File: config.mk
export PLATFORM = sky130hd
export DESIGN_NAME = pa_lsu_wb_drain
export DESIGN_NICKNAME = d
export VERILOG_FILES = /design/src/rtl/pa_lsu_wb_drain_pkg.sv /design/src/rtl/pa_lsu_wb_drain_mux.sv /design/src/rtl/pa_lsu_wb_drain.sv
export SDC_FILE = /design/constraint.sdc
export NUM_CORES = 1
export LEC_CHECK = 0
export ABC_AREA = 1
export ABC_CLOCK_PERIOD_IN_PS = 1800
export CAP_MARGIN = 20
export CORE_AREA = 5 5 155 157
export DETAILED_ROUTE_END_ITERATION = 10
export DIE_AREA = 0 0 160 162
export GPL_ROUTABILITY_DRIVEN = 0
export PLACE_DENSITY_LB_ADDON = 0.3
export SLEW_MARGIN = 10
export SYNTH_ARGS = -nofsm -noshare
export SYNTH_HDL_FRONTEND = slang
export SYNTH_SLANG_ARGS = --single-unit
export TNS_END_PERCENT = 100
File: constraint.sdc
create_clock -name wb_clk -period 1.8 [get_ports wb_clk]
set_input_delay 0.27 -clock wb_clk [delete_from_list [all_inputs] [get_ports wb_clk]]
set_output_delay 0.27 -clock wb_clk [all_outputs]
set_load 0.02 [all_outputs]
File: src/rtl/pa_lsu_wb_drain_pkg.sv
// Shared LSU definitions for the write-buffer drain path.
// Holds AHB transfer encodings, drain FSM states and default sizing.
package pa_lsu_wb_drain_pkg;

  localparam int ENTRY_DEF = 4;
  localparam int PTRW_DEF  = 2;

  localparam logic [1:0] HTRANS_IDLE   = 2'b00;
  localparam logic [1:0] HTRANS_NONSEQ = 2'b10;

  typedef enum logic [1:0] {
    DRAIN_IDLE = 2'd0,
    DRAIN_DPH  = 2'd1,
    DRAIN_ERR  = 2'd2
  } drain_state_e;

endpackage

File: src/rtl/pa_lsu_wb_drain_mux.sv
// Selects the fields of one write-buffer entry by pointer.
// The pointer is decoded to one-hot and the fields are AND-OR muxed.
module pa_lsu_wb_drain_mux
  import pa_lsu_wb_drain_pkg::*;
#(
  parameter int ENTRY = ENTRY_DEF,
  parameter int PTRW  = PTRW_DEF
) (
  input  logic [PTRW-1:0]     sel_idx,
  input  logic [ENTRY-1:0]    addr_vld,
  input  logic [ENTRY-1:0]    data_vld,
  input  logic [32*ENTRY-1:0] addr,
  input  logic [2*ENTRY-1:0]  size,
  input  logic [4*ENTRY-1:0]  prot,
  input  logic [32*ENTRY-1:0] wdata,
  input  logic [ENTRY-1:0]    so,
  output logic [ENTRY-1:0]    sel_oh,
  output logic                sel_addr_vld,
  output logic                sel_data_vld,
  output logic [31:0]         sel_addr,
  output logic [1:0]          sel_size,
  output logic [3:0]          sel_prot,
  output logic [31:0]         sel_wdata,
  output logic                sel_so
);

  always_comb begin
    sel_oh          = '0;
    sel_oh[sel_idx] = 1'b1;
  end

  always_comb begin
    sel_addr_vld = 1'b0;
    sel_data_vld = 1'b0;
    sel_addr     = '0;
    sel_size     = '0;
    sel_prot     = '0;
    sel_wdata    = '0;
    sel_so       = 1'b0;
    for (int i = 0; i < ENTRY; i++) begin
      sel_addr_vld = sel_addr_vld | (addr_vld[i] & sel_oh[i]);
      sel_data_vld = sel_data_vld | (data_vld[i] & sel_oh[i]);
      sel_so       = sel_so | (so[i] & sel_oh[i]);
      sel_addr     = sel_addr  | (addr[32*i +: 32]  & {32{sel_oh[i]}});
      sel_size     = sel_size  | (size[2*i +: 2]    & {2{sel_oh[i]}});
      sel_prot     = sel_prot  | (prot[4*i +: 4]    & {4{sel_oh[i]}});
      sel_wdata    = sel_wdata | (wdata[32*i +: 32] & {32{sel_oh[i]}});
    end
  end

endmodule

File: src/rtl/pa_lsu_wb_drain.sv
// Drains write-buffer entries in creation order onto AHB-Lite as a write master,
// with pipelined address/data phases, strongly-ordered serialisation and flush.
module pa_lsu_wb_drain
  import pa_lsu_wb_drain_pkg::*;
#(
  parameter int ENTRY = ENTRY_DEF,
  parameter int PTRW  = PTRW_DEF
) (
  input  logic                wb_clk,
  input  logic                cpurst_b,
  input  logic                rtu_yy_xx_async_flush,
  input  logic [ENTRY-1:0]    wb_entry_addr_vld,
  input  logic [ENTRY-1:0]    wb_entry_data_vld,
  input  logic [32*ENTRY-1:0] wb_entry_addr,
  input  logic [2*ENTRY-1:0]  wb_entry_size,
  input  logic [4*ENTRY-1:0]  wb_entry_prot,
  input  logic [32*ENTRY-1:0] wb_entry_wdata,
  input  logic [ENTRY-1:0]    wb_entry_so,
  output logic [ENTRY-1:0]    wb_addr_pop_en,
  output logic [ENTRY-1:0]    wb_data_pop_en,
  output logic [1:0]          lsu_htrans,
  output logic [31:0]         lsu_haddr,
  output logic [2:0]          lsu_hsize,
  output logic                lsu_hwrite,
  output logic [3:0]          lsu_hprot,
  output logic [31:0]         lsu_hwdata,
  input  logic                lsu_hready,
  input  logic                lsu_hresp,
  output logic                lsu_bus_err_vld,
  output logic [31:0]         lsu_bus_err_addr,
  output logic                wb_drain_idle
);

  drain_state_e    state_q, state_d;
  logic [PTRW-1:0] addr_ptr_q, addr_ptr_d;
  logic [PTRW-1:0] data_ptr_q, data_ptr_d;
  logic [PTRW-1:0] dph_idx_q, dph_idx_d;
  logic [31:0]     hwdata_q, hwdata_d;
  logic [31:0]     dph_addr_q, dph_addr_d;
  logic [31:0]     err_addr_q, err_addr_d;
  logic            dph_so_q, dph_so_d;
  logic            dph_flushed_q, dph_flushed_d;
  logic            err_vld_q, err_vld_d;

  logic [ENTRY-1:0] sel_oh;
  logic             sel_addr_vld, sel_data_vld, sel_so;
  logic [31:0]      sel_addr, sel_wdata;
  logic [1:0]       sel_size;
  logic [3:0]       sel_prot;

  logic so_block, issue, accepted, dph_done, data_pop;
  logic [ENTRY-1:0] data_oh;

  pa_lsu_wb_drain_mux #(.ENTRY(ENTRY), .PTRW(PTRW)) u_mux (
    .sel_idx      (addr_ptr_q),
    .addr_vld     (wb_entry_addr_vld),
    .data_vld     (wb_entry_data_vld),
    .addr         (wb_entry_addr),
    .size         (wb_entry_size),
    .prot         (wb_entry_prot),
    .wdata        (wb_entry_wdata),
    .so           (wb_entry_so),
    .sel_oh       (sel_oh),
    .sel_addr_vld (sel_addr_vld),
    .sel_data_vld (sel_data_vld),
    .sel_addr     (sel_addr),
    .sel_size     (sel_size),
    .sel_prot     (sel_prot),
    .sel_wdata    (sel_wdata),
    .sel_so       (sel_so)
  );

  // A completing phase that was in flight at flush time still finishes on the bus,
  // but its entry has already been discarded, so its data pop is suppressed.
  always_comb begin
    so_block = (state_q != DRAIN_IDLE) & (sel_so | dph_so_q);
    issue    = sel_addr_vld & sel_data_vld & ~rtu_yy_xx_async_flush & ~so_block
             & ~((state_q == DRAIN_DPH) & lsu_hresp) & (state_q != DRAIN_ERR);
    accepted = issue & lsu_hready;
    dph_done = (state_q != DRAIN_IDLE) & lsu_hready;
    data_pop = dph_done & ~rtu_yy_xx_async_flush & ~dph_flushed_q;
    data_oh             = '0;
    data_oh[data_ptr_q] = data_pop;
  end

  always_comb begin
    state_d       = state_q;
    addr_ptr_d    = addr_ptr_q;
    data_ptr_d    = data_ptr_q;
    dph_idx_d     = dph_idx_q;
    hwdata_d      = hwdata_q;
    dph_addr_d    = dph_addr_q;
    dph_so_d      = dph_so_q;
    dph_flushed_d = dph_flushed_q;
    err_addr_d    = err_addr_q;
    err_vld_d     = 1'b0;

    if (accepted) begin
      addr_ptr_d = addr_ptr_q + 1'b1;
      hwdata_d   = sel_wdata;
      dph_addr_d = sel_addr;
      dph_so_d   = sel_so;
      dph_idx_d  = addr_ptr_q;
    end
    if (data_pop) begin
      data_ptr_d = data_ptr_q + 1'b1;
    end

    case (state_q)
      DRAIN_IDLE: if (accepted) state_d = DRAIN_DPH;
      DRAIN_DPH: begin
        if (lsu_hready)     state_d = accepted ? DRAIN_DPH : DRAIN_IDLE;
        else if (lsu_hresp) state_d = DRAIN_ERR;
      end
      DRAIN_ERR: begin
        if (lsu_hready) begin
          state_d    = DRAIN_IDLE;
          err_vld_d  = 1'b1;
          err_addr_d = dph_addr_q;
        end
      end
      default: state_d = DRAIN_IDLE;
    endcase

    if (dph_done | accepted) dph_flushed_d = 1'b0;
    if (rtu_yy_xx_async_flush) begin
      addr_ptr_d = '0;
      data_ptr_d = '0;
      if ((state_q != DRAIN_IDLE) & ~dph_done) dph_flushed_d = 1'b1;
    end
  end

  always_ff @(posedge wb_clk or negedge cpurst_b) begin
    if (!cpurst_b) begin
      state_q       <= DRAIN_IDLE;
      addr_ptr_q    <= '0;
      data_ptr_q    <= '0;
      dph_idx_q     <= '0;
      hwdata_q      <= '0;
      dph_addr_q    <= '0;
      dph_so_q      <= 1'b0;
      dph_flushed_q <= 1'b0;
      err_addr_q    <= '0;
      err_vld_q     <= 1'b0;
    end else begin
      state_q       <= state_d;
      addr_ptr_q    <= addr_ptr_d;
      data_ptr_q    <= data_ptr_d;
      dph_idx_q     <= dph_idx_d;
      hwdata_q      <= hwdata_d;
      dph_addr_q    <= dph_addr_d;
      dph_so_q      <= dph_so_d;
      dph_flushed_q <= dph_flushed_d;
      err_addr_q    <= err_addr_d;
      err_vld_q     <= err_vld_d;
    end
  end

  // The data pointer must always name the entry that owns the live data phase.
  always_ff @(posedge wb_clk) begin
    if (cpurst_b && (state_q != DRAIN_IDLE) && !dph_flushed_q)
      assert (data_ptr_q == dph_idx_q);
  end

  assign wb_addr_pop_en   = accepted ? sel_oh : '0;
  assign wb_data_pop_en   = data_oh;
  assign lsu_htrans       = issue ? HTRANS_NONSEQ : HTRANS_IDLE;
  assign lsu_haddr        = sel_addr;
  assign lsu_hsize        = {1'b0, sel_size};
  assign lsu_hwrite       = 1'b1;
  assign lsu_hprot        = sel_prot;
  assign lsu_hwdata       = hwdata_q;
  assign lsu_bus_err_vld  = err_vld_q;
  assign lsu_bus_err_addr = err_addr_q;
  assign wb_drain_idle    = (state_q == DRAIN_IDLE);

endmodule

==> results of run 1 <==
## kinds of logic (layout without fill, tap and decap cells)
kind of cell    after synthesis  in the layout  synth area share
flops                       105            105             0.443
other cells                   2              3           0.00127
buf+inv                     113            640            0.0892
compound gates              167            167             0.206
fa+ha+maj                     8              8            0.0169
simple gates                376            376             0.244
## metal layers
layer | part of all wire | vias to the layer above
li1 | - | 3593
met1 | 0.40 | 3551
met2 | 0.52 | 299
met3 | 0.073 | 24
met4 | 0.013 | 0
met5 | 0 | -
## layout by cell type (no fill, tap or decap), types with 3 or more instances in the layout
cell | Yosys | final
clkbuf_16 | 0 | 25
conb_1 | 2 | 3
nand2_4 | 0 | 13
ha_4 | 0 | 4
nor2_2 | 1 | 32
inv_2 | 0 | 5
buf_6 | 11 | 42
nand2_1 | 312 | 253
o21ai_2 | 6 | 23
nand2_2 | 0 | 46
o21ai_1 | 34 | 42
buf_2 | 3 | 8
buf_8 | 0 | 5
nor2_1 | 49 | 5
nor2_4 | 0 | 13
buf_16 | 0 | 7
nand3_1 | 5 | 3
a22o_1 | 64 | 62
inv_1 | 56 | 51
o21ai_0 | 29 | 4
dfrtp_1 | 105 | 105
clkdlybuf4s50_1 | 0 | 360
buf_4 | 5 | 108
ha_1 | 8 | 4
a221oi_1 | 32 | 31
buf_12 | 0 | 17
nand4_1 | 7 | 7
## metrics by stage
step	TNS [ns]	instances	hold WS, ns	worst slack, ns
floorplan	-0.498	772	-0.0256	-0.141
global placement	-42.12	1486	0.220	-0.780
detailed placement	-41.98	1486	0.218	-0.757
CTS	-37.19	1530	0.393	-0.538
global route	-53.29	1584	0.424	-0.558
finish	-43.05	1584	0.382	-0.468
## state kept, by name, indices dropped and copies added, names as in the netlist
| name | cells |
|---|---|
| addr_ptr_q | 2 |
| data_ptr_q | 2 |
| dph_addr_q | 32 |
| dph_flushed_q | 1 |
| dph_so_q | 1 |
| lsu_bus_err_addr | 32 |
| lsu_bus_err_vld | 1 |
| lsu_hwdata | 32 |
| state_q | 2 |
## critical path, stage by stage, from the launching register on
cell,delay [ns]
dfrtp_1,0.42
buf_6,0.14
ha_4,0.19
buf_4,0.17
buf_12,0.15
a22o_1,0.22
nor2_2,0.13
inv_1,0.06
buf_4,0.15
## cells in the mapped netlist (6+ instances only)
cell type / number / area (sq um)
ha_1: 8 / 100
buf_6: 11 / 124
clkbuf_1: 27 / 101
nand2_1: 312 / 1170
nor2_1: 49 / 184
buf_1: 11 / 41.3
o21ai_1: 34 / 170
o21ai_0: 29 / 145
o21ai_2: 6 / 52.6
inv_1: 56 / 210
dfrtp_1: 105 / 2630
a221oi_1: 32 / 280
a22o_1: 64 / 561
nand4_1: 7 / 43.8
## power groups by stage
stage	clock (mW)	sequential (mW)	combinational, mW
after floorplan	0	4.63	1.74
after global placement	0	3.90	5.56
after detailed placement	0	3.93	5.62
after CTS	2.09	3.91	5.88
after global routing	2.18	4.18	6.99
final	2.03	4.05	6.52
## repair_timing
| item | CTS | global route |
|---|---|---|
| gates cloned | 7 | 21 |
| buffers inserted | 20 | 38 |
| pin swaps | 19 | 70 |
| endpoints found under the setup margin | 112 | 117 |
| hold buffers | 1 | 0 |
| hold endpoints to repair | 25 | 0 |
| resized for setup | 262 | 218 |
## cell type report
cell class / count / area (sq um)
Sequential cell: 105 / 2630
Tap cell: 285 / 357
Inverter: 56 / 210
Fill cell: 1996 / 9520
Multi-Input combinational cell: 554 / 3340
Clock buffer: 9 / 225
Timing Repair Buffer: 568 / 6010
Clock inverter: 7 / 81.3
## worst paths after layout
check                                                      start                                to  slack [ns]  cells past startpoint
worst max-delay path                   addr_ptr_q[0]$_DFFE_PN0P_                     lsu_haddr[15]       -0.47                      8
worst max register to register         addr_ptr_q[1]$_DFFE_PN0P_         lsu_hwdata[1]$_DFFE_PN0P_       -0.43                     15
worst min-delay path                                    cpurst_b   lsu_bus_err_addr[3]$_DFFE_PN0P_        0.38                      2
min in group wb_clk             lsu_bus_err_addr[26]$_DFFE_PN0P_  lsu_bus_err_addr[26]$_DFFE_PN0P_        0.47                      2
worst min register to register  lsu_bus_err_addr[26]$_DFFE_PN0P_  lsu_bus_err_addr[26]$_DFFE_PN0P_        0.47                      2
max in group asynchronous                               cpurst_b  lsu_bus_err_addr[15]$_DFFE_PN0P_        0.83                      3
==> results.json, run 1 <==
{
  "pwr-share-seq": 0.321,
  "design.core.area_sq_mm": 0.0224,
  "initialDrtViolationCount": 339,
  "vias": 7467,
  "peakVddDrop_mv": 0.607,
  "setup.worst_path.class": "reg2out",
  "path_max_fanout": 14,
  "post_synth_inst_count": 771,
  "setup_slack_ns": -0.468,
  "post_synth_num_cell_types": 23,
  "post-layout-total-power_mw": 12.6,
  "initial_utilization": 0.265,
  "ys.warnings.count": 0,
  "detailedRoute.firstPassIterationCount": 5,
  "grtUsageMet2": 0.381,
  "timing_max_transition_violations_final": 0,
  "p_clk_frac": 0.161,
  "synth_edf_count": 0,
  "worst_setup_path_end_kind": "output pin",
  "grt_most_used_layer": "met2",
  "num_rows": 55,
  "clkTransAtPathRegs_ns": 0.08,
  "flow.area_growth_from_synthesis_pct": 117,
  "clk-insertion-delay-late_ns": 0.35,
  "run_status": "finished with violations",
  "gr-usage-met3": 0.0584,
  "grt_max_degree": 34,
  "ys_ff_latch": 105,
  "finClkSkew_ns": 0.0140,
  "die_h_um": 162,
  "fin_nets": 1599,
  "dp.final_hpwl_mm": 21.2,
  "min_path_type": "in2async",
  "finalHoldViolations": 0,
  "die-width_um": 160,
  "max-cap-violations": 0,
  "cts-buffers-inserted": 9,
  "comb_power_share": 0.518,
  "final_layout_size_suffix_gt1_frac": 0.280,
  "cts.sink_count": 105,
  "clock_tree.root_cell": "clkbuf_16",
  "insertedDiodeCount": 0,
  "grt-ovfl-total": 0,
  "postSynthAreaPerCell_sq_um": 7.70,
  "cts.htree.levels": 3,
  "grt_usage": 0.209,
  "power.share.switching": 0.381,
  "p_int_mw": 7.80,
  "final.period_utilization": 1.26,
  "min_cycle_time_layout_ns": 2.27,
  "setup_violations": 116,
  "routed_wirelength_mm": 31.1,
  "design.die.area_sq_mm": 0.0259,
  "cp_data_required_time_ns": 1.53,
  "postPlaceCellArea_sq_mm": 0.0108,
  "worst-endpoint-arrival_ns": 2.00,
  "ys_dominant_reg_cell": "dfrtp_1",
  "ctsLongestPathBuffers": 2,
  "first_global_vias": 7472,
  "grt_antenna_before_repair": 0,
  "async_reset_ff_frac": 1.00,
  "post_synth_instance_area_sq_mm": 0.00593,
  "ioPinCount": 413,
  "final_area_sq_mm": 0.0128,
  "total_leakage_power_nw": 6.03,
  "power_per_cell_area_mw_per_mm2": 980,
  "failed_checks": "setup timing",
  "routed_via_density": 4.71,
  "gr-usage-met1": 0.250,
  "cts_tree": "built",
  "drt_drc_violations_left": 0,
  "route.antenna.remaining_nets": 0,
  "startpoint_type": "flop",
  "numPortBuffers": 409,
  "wire_length_per_cell_after_detailed_routing_um": 19.6,
  "finish.utilization": 0.574,
  "timing.fmax_mhz": 441,
  "p_sw_mw": 4.79,
  "first_pass_grt_wire_length_mm": 42.8,
  "rsz0062_at_grt": "true",
  "yosysSeqAreaShare": 0.443
}
Note: power is estimated with default switching activity, not from simulation.
==> inputs of run 2 (changes only) <==
--- a/config.mk
+++ b/config.mk
@@ -13,6 +13,7 @@
 export DIE_AREA = 0 0 160 162
 export GPL_ROUTABILITY_DRIVEN = 0
 export PLACE_DENSITY_LB_ADDON = 0.3
+export SETUP_SLACK_MARGIN = 0.3
 export SLEW_MARGIN = 10
 export SYNTH_ARGS = -nofsm -noshare
 export SYNTH_HDL_FRONTEND = slang
==> results.json, run 2 (synthesis results as in run 1) <==
{
  "maxSlewHeadroom": 0.613,
  "numPortBuffers": 409,
  "design.die.area_sq_mm": 0.0259,
  "worst-slew-pin-transition_ns": 0.580,
  "startpoint_type": "flop",
  "die-width_um": 160,
  "cp_data_required_time_ns": 1.53,
  "worst_setup_path_end_kind": "output pin",
  "wire_length_per_cell_after_detailed_routing_um": 19.2,
  "grt_max_degree": 106,
  "layoutNonFillerInstCount": 1563,
  "design.core.area_sq_mm": 0.0224,
  "total_leakage_power_nw": 6.27,
  "setup_slack_ns": -0.550,
  "finalHoldViolations": 0,
  "cts.htree.levels": 3,
  "first_global_vias": 7275,
  "timing.fmax_mhz": 426,
  "die_h_um": 162,
  "flow.area_growth_from_synthesis_pct": 105,
  "vias": 7305,
  "max-cap-violations": 0,
  "routed_via_density": 4.67,
  "fin_hold_ws_ns": 0.423,
  "ctsLongestPathBuffers": 2,
  "drt_drc_violations_left": 0,
  "post-layout-total-power_mw": 11.7,
  "peakVddDrop_mv": 0.466,
  "grt_usage": 0.207,
  "num_rows": 55,
  "most_common_cell_after_layout_fill_and_taps_aside": "nand2_1",
  "route.antenna.remaining_nets": 0,
  "grt_antenna_before_repair": 2,
  "dp.final_hpwl_mm": 21.5,
  "timing_max_transition_violations_final": 0,
  "setup_violations": 112,
  "initial_utilization": 0.265,
  "clk-insertion-delay-late_ns": 0.35,
  "min_path_type": "in2reg",
  "cts.sink_count": 105,
  "run_status": "finished with violations",
  "initialDrtViolationCount": 397,
  "finClkSkew_ns": 0.0156,
  "cts-buffers-inserted": 9,
  "worst-endpoint-arrival_ns": 2.08,
  "grt-ovfl-total": 0,
  "power_per_cell_area_mw_per_mm2": 960,
  "dp_worst_setup_slack_ns": -0.763,
  "clock_tree.root_cell": "clkbuf_16",
  "detailedRoute.firstPassIterationCount": 4,
  "mostFrequentLayoutCells": "297 x nand2_1, 294 x clkdlybuf4s50_1, 104 x dfrtp_1",
  "routed_wirelength_mm": 30.1,
  "failed_checks": "setup timing",
  "first_pass_grt_wire_length_mm": 41.9,
  "cts_tree": "built",
  "ioPinCount": 413,
  "min_cycle_time_layout_ns": 2.35,
  "cell_total_after_placement": 1479,
  "clkTransAtPathRegs_ns": 0.08,
  "path_max_fanout": 8,
  "setup.worst_path.class": "reg2out",
  "fin_nets": 1576,
  "final_layout_size_suffix_gt1_frac": 0.251,
  "final.period_utilization": 1.31,
  "rsz0062_at_grt": "true"
}
run 2: cell count changes in the layout (fill, tap and decap cells not counted), moves of 9 or more:
cell / previous run / this run
o21ai_0: 4 / 13
dlygate4sd2_1: 2 / 34
clkbuf_2: 0 / 16
nand2_2: 46 / 14
nand2_4: 13 / 1
clkdlybuf4s50_1: 360 / 294
dlymetal6s2s_1: 0 / 32
inv_1: 51 / 22
o21ai_2: 23 / 11
buf_6: 42 / 30
nand2_1: 253 / 297
clkbuf_16: 25 / 15
inv_2: 5 / 33
run 2: critical path: stages (launching register included):
cell	delay [ns]
dfrtp_2	0.47
buf_6	0.14
ha_4	0.20
buf_12	0.15
buf_12	0.14
buf_12	0.13
a22o_1	0.20
nor2_2	0.14
inv_2	0.04
buf_6	0.12
run 2: power by group:
part           internal, mW  total (mW)  switching (mW)
clock                 0.980        1.97           0.992
sequential             3.35        3.89           0.534
combinational          2.85        5.79            2.95
run 2: per-layer routing:
metal	part of all wire	track usage	vias to the layer above
met2	0.52	0.385	302
met3	0.089	0.0746	22
met5	0	0	-
met4	0.013	0.0450	0
li1	-	-	3550
met1	0.38	0.226	3431
run 2: final cells by class:
cell class | instances | area [sq um]
Inverter | 56 | 213
Tap cell | 285 | 357
Sequential cell | 105 | 2630
Timing Repair Buffer | 545 | 5510
Clock inverter | 7 | 71.3
Antenna cell | 2 | 5.00
Multi-Input combinational cell | 554 | 3130
Fill cell | 2111 | 10200
Clock buffer | 9 | 225
run 2: timing repair:
item | in CTS | in global routing
pin swaps | 23 | 52
setup endpoints to repair | 182 | 167
setup buffers | 23 | 31
cloned | 3 | 8
endpoints found under the hold margin | 4 | 0
hold buffers | 1 | 0
resized for setup | 250 | 137
run 2: path summary, 6_finish.rpt:
kind                                                  start                          endpoint  slack, ns  depth (start not counted)
min in group asynchronous                          cpurst_b        dph_addr_q[17]$_DFFE_PN0P_       0.54                          3
min reg2reg                lsu_bus_err_addr[24]$_DFFE_PN0P_  lsu_bus_err_addr[24]$_DFFE_PN0P_       0.47                          2
max in group asynchronous                          cpurst_b         addr_ptr_q[0]$_DFFE_PN0P_       0.80                          3
max reg2reg                       addr_ptr_q[1]$_DFFE_PN0P_         addr_ptr_q[0]$_DFFE_PN0P_      -0.33                         14
min                                              lsu_hready            state_q[1]$_DFFE_PN0P_       0.42                          3
max                               addr_ptr_q[0]$_DFFE_PN0P_                     lsu_haddr[25]      -0.55                          9
run 2: per-stage QoR:
stage | util | area (sq um) | setup TNS (ns)
2_1_floorplan | - | 6140 | -0.484
3_3_place_gp | 0.484 | 10800 | -54.22
6_report | 0.543 | 12100 | -36.73
4_1_cts | 0.514 | 11500 | -44.11
3_5_place_dp | 0.484 | 10800 | -56.25
5_1_grt | 0.543 | 12100 | -46.60
==> inputs of run 3 (changes only) <==
--- a/config.mk
+++ b/config.mk
@@ -12,7 +12,7 @@
 export DETAILED_ROUTE_END_ITERATION = 10
 export DIE_AREA = 0 0 160 162
 export GPL_ROUTABILITY_DRIVEN = 0
-export PLACE_DENSITY_LB_ADDON = 0.3
+export PLACE_DENSITY = 0.71
 export SETUP_SLACK_MARGIN = 0.3
 export SLEW_MARGIN = 10
 export SYNTH_ARGS = -nofsm -noshare
==> results.json, run 3 (synthesis results as in run 1) <==
{
  "run_status": "finished with violations",
  "failed_checks": "setup timing",
  "total_leakage_power_nw": 6.44,
  "most_common_cell_after_layout_fill_and_taps_aside": "clkdlybuf4s50_1",
  "filler_instances": 2049,
  "finalHoldViolations": 0,
  "grtUsageMet2": 0.393,
  "worst-endpoint-arrival_ns": 2.05,
  "power_per_cell_area_mw_per_mm2": 953,
  "rsz0062_at_grt": "true",
  "worst-slew-pin-transition_ns": 0.597,
  "multi_input_area_sq_mm": 0.00318,
  "cts_tree": "built",
  "clkTransAtPathRegs_ns": 0.08,
  "grt_max_degree": 106,
  "numPortBuffers": 409,
  "design.die.area_sq_mm": 0.0259,
  "grt_antenna_before_repair": 2,
  "grt-ovfl-total": 0,
  "num_rows": 55,
  "first_pass_grt_wire_length_mm": 43.1,
  "finClkSkew_ns": 0.0132,
  "gr-usage-met1": 0.241,
  "vias": 7502,
  "min_cycle_time_layout_ns": 2.32,
  "drt_drc_violations_left": 0,
  "clk-insertion-delay-late_ns": 0.35,
  "die-width_um": 160,
  "cp_common_cell": "nor2_4",
  "setup.worst_path.class": "reg2out",
  "gr-usage-met3": 0.0619,
  "path_max_fanout": 5,
  "setup_violations": 116,
  "ioPinCount": 413,
  "detailedRoute.firstPassIterationCount": 4,
  "maxSlewHeadroom": 0.602,
  "worst-r2r-setup-slack_ns": -0.47,
  "timing.fmax_mhz": 431,
  "design.core.area_sq_mm": 0.0224,
  "wire_length_per_cell_after_detailed_routing_um": 19.8,
  "post-layout-total-power_mw": 12.2,
  "seqCellArea_sq_mm": 0.00263,
  "max-cap-violations": 0,
  "first_global_vias": 7548,
  "fin_nets": 1602,
  "cp_data_required_time_ns": 1.53,
  "grt_usage": 0.213,
  "clock_tree.root_cell": "clkbuf_16",
  "timing_max_transition_violations_final": 0,
  "routed_via_density": 4.72,
  "routed_wirelength_mm": 31.4,
  "peakVddDrop_mv": 0.532,
  "final.period_utilization": 1.29,
  "setup_slack_ns": -0.520,
  "grt_most_used_layer": "met2",
  "final_area_sq_mm": 0.0128,
  "startpoint_type": "flop",
  "worst_setup_path_end_kind": "output pin",
  "final_layout_size_suffix_gt1_frac": 0.276,
  "cts-buffers-inserted": 9,
  "cts.sink_count": 105,
  "crit_path_top_delay_cell": "dfrtp_2",
  "ctsLongestPathBuffers": 2,
  "flow.area_growth_from_synthesis_pct": 115,
  "path_cells": "buf_6, ha_4, buf_4, nand2_2, nand2_2, nor2_4, nor2_4, nand3_4, buf_12, nor2_4, buf_6",
  "postPlaceCellArea_sq_mm": 0.0108,
  "mostFrequentLayoutCells": "295 x clkdlybuf4s50_1, 288 x nand2_1, 104 x buf_4",
  "initial_utilization": 0.265,
  "peak_per_stage_delay_on_the_critical_path_ns": 0.47,
  "initialDrtViolationCount": 405,
  "route.antenna.remaining_nets": 0,
  "dp.final_hpwl_mm": 21.1,
  "die_h_um": 162,
  "min_path_type": "reg2reg",
  "cts.htree.levels": 3
}
-- run 3: critical path, delay by kind of cell (launching register included) --
family / cells / cell delay, ns
adder cells (fa/ha/maj): 1 / 0.20
AND/OR/NAND/NOR: 6 / 0.47
flip-flops: 1 / 0.47
buffers and inverters: 4 / 0.56
-- run 3: routing by layer --
metal  wire length (um)  vias to the layer above
met3               2560                       40
li1                   -                     3615
met2              16500                      324
met1              11700                     3521
met5                 11                        -
met4                619                        2
-- run 3: metrics by stage --
step	utilization	hold WS [ns]	setup TNS (ns)	setup WS (ns)	std cells
finish	0.572	0.467	-43.98	-0.520	1588
detailed placement	0.484	0.386	-46.50	-0.697	1478
floorplan	-	-0.0256	-0.484	-0.138	772
CTS	0.532	0.473	-47.07	-0.547	1535
global route	0.572	0.491	-53.93	-0.613	1588
global placement	0.484	0.389	-44.12	-0.667	1478
-- run 3: path summary, 6_finish.rpt --
kind,to,cells past startpoint,from
setup / recovery,wb_addr_pop_en[2],11,addr_ptr_q[0]$_DFFE_PN0P_
max in group asynchronous,state_q[0]$_DFFE_PN0P_,3,cpurst_b
setup reg to reg,lsu_hwdata[17]$_DFFE_PN0P_,16,addr_ptr_q[0]$_DFFE_PN0P_
hold / removal,lsu_bus_err_addr[13]$_DFFE_PN0P_,2,lsu_bus_err_addr[13]$_DFFE_PN0P_
min in group asynchronous,lsu_bus_err_addr[15]$_DFFE_PN0P_,3,cpurst_b
hold reg to reg,lsu_bus_err_addr[13]$_DFFE_PN0P_,2,lsu_bus_err_addr[13]$_DFFE_PN0P_
-- run 3: layout make-up --
class,instances,share of cell area
Clock buffer,9,0.0176
Sequential cell,105,0.206
Antenna cell,1,0.000196
Inverter,56,0.0166
Tap cell,285,0.0279
Timing Repair Buffer,571,0.477
Clock inverter,7,0.00675
Multi-Input combinational cell,554,0.249
-- run 3: where the power goes --
| part | switching [mW] | leakage [nW] | internal [mW] | total (mW) |
|---|---|---|---|---|
| clock | 0.981 | 0.154 | 1.11 | 2.09 |
| sequential | 0.552 | 1.37 | 3.36 | 3.91 |
| combinational | 3.09 | 4.92 | 3.10 | 6.19 |
| total | 4.63 | 6.44 | 7.56 | 12.2 |
-- run 3: repair_timing --
action | CTS | global route
endpoints found under the setup margin | 183 | 160
cloned | 13 | 11
hold buffers | 1 | 0
resized for setup | 290 | 202
setup buffers | 27 | 41
pin swaps | 19 | 74
hold endpoints to repair | 2 | 0
